<file path="src/rtl/pwm_bank.sv">
// Multi-channel PWM bank with a shared period counter and double-buffered rise/fall
// compare values that commit to every channel at once on the period boundary.
module pwm_bank #(
   parameter int WIDTH   = 13,
   parameter int NUM_CH  = 8,
   parameter int CH_BITS = (NUM_CH > 1) ? $clog2(NUM_CH) : 1
) (
   input  logic                CLK,
   input  logic                RST,
   input  logic [WIDTH-1:0]    CYCLE,
   input  logic                SYNC,
   input  logic [NUM_CH-1:0]   ENABLE,
   input  logic                WR_EN,
   input  logic [CH_BITS-1:0]  WR_CH,
   input  logic [WIDTH-1:0]    WR_RISE,
   input  logic [WIDTH-1:0]    WR_FALL,
   output logic [WIDTH-1:0]    TIME_CNT,
   output logic                UPDATED,
   output logic [NUM_CH-1:0]   PWM_OUT
);

   localparam logic [CH_BITS:0] NUM_CH_W = (CH_BITS + 1)'(NUM_CH);

   logic [WIDTH-1:0]  t_q;
   logic [WIDTH-1:0]  cycle_last;
   logic              cycle_short;
   logic              boundary;
   logic              wr_valid;
   logic              pending_q;
   logic              commit;
   logic [NUM_CH-1:0] on;

   logic [WIDTH-1:0]  shadow_rise [NUM_CH];
   logic [WIDTH-1:0]  shadow_fall [NUM_CH];
   logic [WIDTH-1:0]  active_rise [NUM_CH];
   logic [WIDTH-1:0]  active_fall [NUM_CH];

   // cycle_last wraps when CYCLE is 0; cycle_short masks that case out.
   assign cycle_short = (CYCLE <= WIDTH'(1));
   assign cycle_last  = CYCLE - WIDTH'(1);
   assign boundary    = SYNC | cycle_short | (t_q >= cycle_last);
   assign wr_valid    = WR_EN & ({1'b0, WR_CH} < NUM_CH_W);
   assign commit      = boundary & pending_q;
   assign TIME_CNT    = t_q;

   // NOTE: sequential state uses non-blocking assignments so every flop samples
   // pre-edge values; blocking here would make ordering between blocks matter.
   always_ff @(posedge CLK or posedge RST) begin
      if (RST) begin
         t_q <= '0;
      end else if (boundary) begin
         t_q <= '0;
      end else begin
         t_q <= t_q + WIDTH'(1);
      end
   end

   // NOTE: the register-file arrays are reset explicitly because a reset must
   // leave every channel silent with nothing waiting to commit.
   always_ff @(posedge CLK or posedge RST) begin
      if (RST) begin
         for (int i = 0; i < NUM_CH; i++) begin
            shadow_rise[i] <= '0;
            shadow_fall[i] <= '0;
         end
      end else if (wr_valid) begin
         shadow_rise[WR_CH] <= WR_RISE;
         shadow_fall[WR_CH] <= WR_FALL;
      end
   end

   // The commit reads shadow before any same-cycle write lands, so a write on the
   // boundary waits for the next one; setting pending wins over clearing it.
   always_ff @(posedge CLK or posedge RST) begin
      if (RST) begin
         for (int i = 0; i < NUM_CH; i++) begin
            active_rise[i] <= '0;
            active_fall[i] <= '0;
         end
         pending_q <= 1'b0;
         UPDATED   <= 1'b0;
      end else begin
         if (commit) begin
            for (int i = 0; i < NUM_CH; i++) begin
               active_rise[i] <= shadow_rise[i];
               active_fall[i] <= shadow_fall[i];
            end
         end
         if (wr_valid) begin
            pending_q <= 1'b1;
         end else if (commit) begin
            pending_q <= 1'b0;
         end
         UPDATED <= commit;
      end
   end

   // NOTE: the default assignment before the loop keeps this purely combinational;
   // R == F falls through and stays off without needing its own branch.
   always_comb begin
      on = '0;
      for (int i = 0; i < NUM_CH; i++) begin
         if (active_rise[i] < active_fall[i]) begin
            on[i] = (active_rise[i] <= t_q) && (t_q < active_fall[i]);
         end else if (active_rise[i] > active_fall[i]) begin
            on[i] = (t_q < active_fall[i]) || (active_rise[i] <= t_q);
         end
      end
   end

   always_ff @(posedge CLK or posedge RST) begin
      if (RST) begin
         PWM_OUT <= '0;
      end else begin
         PWM_OUT <= on & ENABLE;
      end
   end

endmodule

</file>
<file path="config.mk">
export PLATFORM = sky130hd
export DESIGN_NAME = pwm_bank
export DESIGN_NICKNAME = d
export VERILOG_FILES = /design/src/rtl/pwm_bank.sv
export SDC_FILE = /design/constraint.sdc
export NUM_CORES = 1
export LEC_CHECK = 0
export ABC_AREA = 0
export BUFFER_PORTS_ARGS = -buffer_cell sky130_fd_sc_hd__buf_2
export CAP_MARGIN = 25
export CORE_UTILIZATION = 57
export CTS_BUF_LIST = sky130_fd_sc_hd__clkbuf_16
export CTS_CLUSTER_SIZE = 20
export DETAILED_ROUTE_END_ITERATION = 16
export HOLD_SLACK_MARGIN = 0.12
export PLACE_DENSITY = 0.73
export SYNTH_ARGS = -nofsm -noshare
export SYNTH_HDL_FRONTEND = slang
export SYNTH_SLANG_ARGS = --single-unit
</file>
<file path="constraint.sdc">
create_clock -name CLK -period 21.5 [get_ports CLK]
set_input_delay 1.075 -clock CLK [delete_from_list [all_inputs] [get_ports CLK]]
set_output_delay 1.075 -clock CLK [all_outputs]
set_load 0.01 [all_outputs]
</file>
After elaboration in Yosys (flattened, before gate mapping). Cells that the tools add are included.

Register bits after elaboration: 439. Word-level logic and storage cells: 120. Input port bits: 54.

$lt $le $gt $ge: 36. Add/subtract/negate cells: 2. Mux-type cells: 23. Bitwise logic cells: 5. Reductions and logical operators: 18.

Operator list (count): $bwmux W104 (2); $lt A13 B13 Y1 (16); $gt A13 B13 Y1 (8); $le A13 B13 Y1 (8); $demux W13 S3 (1); $mux W13 (2); $mux W1 (18); $add A13 B1 Y13 const B (1); $ge A13 B13 Y1 (1); $le A13 B1 Y1 const B (1); $sub A13 B1 Y13 const B (1); $logic_and A1 B1 Y1 (9); $and A8 B8 Y8 (1); $logic_or A1 B1 Y1 (8); $ge A4 B4 Y1 const B (1); $lt A4 B1 Y1 const B (1); $not A3 Y4 (1); $or A1 B1 Y1 (2); $reduce_bool A2 Y1 (1); $and A1 B1 Y1 (1).

Logic depth before layout (Yosys ltp).
Word-level depth: 6. Mapped depth: 15. Mapped depth without buffers: 12.

Worst setup path before layout. No wires, ideal clock.

Kind: input port to flip-flop. From: input CYCLE[7]. To: register active_fall[0] (netlist name). Data arrival time: 3.483 ns. Path slack: 17.892 ns. Required time: 21.375 ns. Cell stages on the path: 14. Cells stage by stage: nor4_1 -> nand2b_1 -> nor3_1 -> xnor2_1 -> ha_1 -> nand2_1 -> a2bb2oi_1 -> o211a_1 -> o21ai_1 -> o21ai_1 -> buf_2 -> buf_6 -> buf_6 -> mux2_4.

Word-level cells in the longest chain between the ends: 4. Elaborated cells on any way between the ends: 6. Those cells by class: 1 x add/sub; 2 x order compare; 3 x bitwise.

Ends and longest elaborated chain: start: declaration (RTL line 10) `input logic [WIDTH-1:0] CYCLE,`; $sub A13 B1 Y13 / $le A13 B1 Y1 (equally long branches) (RTL line 40, 39); $ge A13 B13 Y1 / $or A1 B1 Y1 (equally long branches) (RTL line 41) `assign boundary = SYNC | cycle_short | (t_q >= cycle_last);`; $or A1 B1 Y1 (*) (RTL line 41); $and A1 B1 Y1 (*) (RTL line 43) `assign commit = boundary & pending_q;`; end signal: indexed assignment (RTL line 86) `active_fall[i] <= shadow_fall[i];`; end: declaration (RTL line 36) `logic [WIDTH-1:0] active_fall [NUM_CH];`.

Every way passes the cells marked *; elsewhere a longest branch is shown, timed or not. A chain may end at the register's enable or synchronous reset.

Final worst setup path.
From: input CYCLE[7]. To: register active_fall[43] (netlist name).

The elaborated chain is that of the path after synthesis.

==> results by group <==
Clock tree
  – Buffer depth of the longest clock path: 3
  – Total clock buffers created by CTS: 46
  – TritonCTS Sinks: 439
  – Post-CTS setup buffer count: 0
  – Clk slew on worst S/H paths: 0.06 ns
  – Root Driver: clkbuf_16
  – Number of H-tree branching levels: 2
  – Hold buffer count at cts: 0
  – Cells resized by post-CTS repair: 0
  – CTS tree: done
  – Clock latency reported for the late side of the worst-skew pair: 0.59 ns

Yosys
  – Number of instances in the synthesized netlist: 1950
  – Most frequently used flop master after synthesis: dfrtp_1
  – Top post-synthesis cells by area: dfrtp_1, ha_1, mux2_2
  – Number of register bits inferred by synthesis: 439
  – Yosys warning count: 0
  – Number of enable-type register cells in the synthesized netlist: 0
  – Post-Syn Nets: 2324
  – Total standard cell area after synthesis: 24100 sq um
  – Largest area contributor in the netlist: dfrtp_1
  – Per-instance average area after synthesis: 12.4 sq um
  – Async S/R FF share, synth: 1.00
  – Share of the yosys chip area belonging to registers: 0.455
  – Fraction of synthesized cell area taken by the top area cell type: 0.455
  – Distinct cell type count after synthesis: 45

Routing
  – Remaining antenna violation count after routing: 0
  – Post-detailed-route DRC marker count: 0
  – Post-detailed-routing wire length: 64400 um
  – Per-cell via count in the routed design: 6.10
  – DRC violation total after the first TritonRoute iteration: 1165
  – Via count of the routed design: 16000
  – First-pass iteration count of the detailed router: 5
  – Detailed-route wire length per cell: 24.5 um

Worst setup path
  – Critical Path Sink: active_fall[43]
  – Crit-path max FO: 55
  – Kind of critical path: primary input to register
  – Crit path launch type: primary input
  – RR Startpoint: TIME_CNT[5]
  – Slowest cell on the critical path: buf_4
  – Longest individual stage delay on the worst path: 0.41 ns
  – Critical path endpoint category: register
  – FF-to-FF setup slack: 17.58 ns
  – Reg-to-reg critical path endpoint: active_fall[43]
  – Worst r2r path cells: 12
  – Worst endpoint data arrival time: 5.23 ns
  – Critical Path, Cell by Cell: buf_2 -> nor4_1 -> nand2b_1 -> nor3_1 -> xnor2_1 -> ha_1 -> nand2_1 -> a2bb2oi_1 -> o211a_1 -> o21ai_1 -> o21ai_4 -> buf_4 -> buf_16 -> buf_4 -> buf_16 -> mux2_2
  – Required time of the worst setup path: 21.96 ns
  – Worst setup path startpoint: CYCLE[7]

Placed design
  – Routability congestion estimate: 0.857
  – Post-DP Area: 25200 sq um
  – Quantity of I/O buffers inserted on ports: 75
  – Detailed placement HPWL: 42000 um
  – DP Cell Count: 2547
  – Pre-CTS worst setup slack: 15.68 ns

Floorplan
  – Die Footprint: 43200 sq um
  – Total number of placement rows: 75
  – Placeable core region: 41900 sq um
  – Die outline height: 208 um
  – Number of top-level pins: 76
  – Initial Util: 0.577
  – Die outline width: 208 um

GRT
  – Wire length of the first global-routing pass: 98800 um
  – Total global routing track utilization: 0.305
  – Vias in the first global route: 16600
  – Grt total ovfl: 0
  – Number of antenna violations at the first check in global routing: 8
  – Pin count of the biggest net entering global routing: 162

Run status
  – Result of the run: finished clean

Timing
  – Worst slack on hold paths: 0.418 ns
  – Count of final max-slew check failures: 0
  – Period utilization: 0.222
  – Measured slew at the worst slew-check pin: 0.885 ns
  – Final TNS setup: 0 ns
  – Final Hold Vio Count: 0
  – Fmax achieved: 0.210 GHz
  – Setup violation total in the final timing report: 0
  – Unrepaired setup endpoints after global routing: no
  – Post-route worst setup slack: 16.73 ns
  – Final Skew: 0.0209 ns
  – Final worst path period need: 4.77 ns
  – Headroom to the max-slew limit: 0.410

Cells and area
  – Final Instance Count excl. Fillers: 2631
  – Synthesis-to-layout area growth: 10.3%
  – Area of all sequential standard cells: 11000 sq um
  – Count of fill cells added during filler insertion: 3192
  – Total Nets Final: 2434
  – Proportion of layout cells with a drive suffix above 1: 0.279
  – Area used by multi-input combinational logic: 12500 sq um
  – Area of all placed cells without fillers: 26600 sq um

Run
  – Max-cap violation count: 0

Hold path
  – Path type of the worst min-delay path: primary input to asynchronous set/reset pin

Power and ir drop
  – Leakage power: 0.0129 uW
  – Max rail drop VDD: 61.8 uV
  – Total power per unit cell area: 106 nW/um^2
## critical path, delay by kind of cell
family,cells,cell delay (ns)
multiplexers,1,0.40
AO/OA/AOI/OAI,4,0.81
XOR/XNOR,1,0.17
buffers and inverters,5,1.54
AND/OR/NAND/NOR,4,0.84
adder cells (fa/ha/maj),1,0.27
## routing by layer
layer  routed length, um  part of all wire  vias to the layer above  global-route usage
li1                    -                 -                     7288                   -
met5                  13           0.00020                        -                   0
met2               29300              0.45                      489               0.481
met3                4460             0.069                      131              0.0522
met1               28300              0.44                     8132               0.420
met4                2350             0.037                        2               0.122
## kinds of logic after synthesis
kind of cell,share of synthesized area
AO/OA/AOI/OAI,0.0671
XOR/XNOR,0.00798
adder cells (fa/ha/maj),0.166
buffers and inverters,0.0305
flip-flops,0.455
multiplexers,0.210
AND/OR/NAND/NOR,0.0640
## cells in the mapped netlist, types with 11 or more instances
master,count
a211oi_1,13
a21o_1,25
a21oi_1,126
and3_1,13
buf_2,12
buf_6,11
clkbuf_1,23
dfrtp_1,439
ha_1,320
inv_1,124
mux2_2,316
mux2_4,100
nand2_1,114
nand3_1,39
nand3b_1,12
nand4_1,37
nor2_1,53
nor2b_1,12
nor3_1,20
o211ai_1,12
o21ai_0,49
xnor2_1,17
## layout make-up
| cell class | instances | area share |
|---|---|---|
| repair buffers | 108 | 0.0276 |
| diodes | 2 | 0.000188 |
| multi-input cells | 1341 | 0.468 |
| well taps | 539 | 0.0253 |
| clock buffers | 47 | 0.0442 |
| inverters | 124 | 0.0178 |
| flip-flops and latches | 439 | 0.412 |
| clock inverters | 31 | 0.00484 |
## flip-flops by register name (all words and copies together) (netlist names)
register     cells
pending_q        1
UPDATED          1
shadow_fall    104
TIME_CNT        13
shadow_rise    104
active_fall    104
active_rise    104
PWM_OUT          8
## placed cells by master (no fill, tap or decap), types with 5 or more instances in the layout
cell type  count
dfrtp_1      439
ha_1         320
mux2_2       316
inv_1        135
a21oi_1      126
nand2_1      114
mux2_4       100
buf_2         75
nor2_1        53
o21ai_0       49
clkbuf_16     47
nand3_1       39
nand4_1       37
buf_4         27
a21o_1        25
nor3_1        19
xnor2_1       17
clkinv_1      14
a211oi_1      13
and3_1        13
nor2b_1       12
o211ai_1      12
nand3b_1      12
o211a_1        8
a31oi_1        8
o2111a_1       8
xor2_1         5
buf_16         5
## stage by stage
stage	utilization	power, uW
final	0.636	2830
after global routing	0.636	3000
after CTS	0.634	2820
after detailed placement	0.602	2100
after global placement	0.602	2030
after floorplan	-	1850
## report_power, final
part / total [uW] / switching (uW) / internal [uW]
sequential: 1200 / 154 / 1050
combinational: 909 / 444 / 465
clock: 720 / 329 / 391
## how the worst min path moves through the flow
stage,cells past startpoint,to,from,slack [ns]
after CTS,1,active_fall[10],shadow_fall[10],0.50
final,2,active_fall[10],RST,0.42
after global placement,1,active_fall[23],shadow_fall[23],0.48
after floorplan,1,active_rise[0],shadow_rise[0],0.47
after global routing,2,shadow_fall[24],RST,0.42
after detailed placement,1,active_rise[29],shadow_rise[29],0.49
Note: power is estimated with default switching activity, not from simulation.
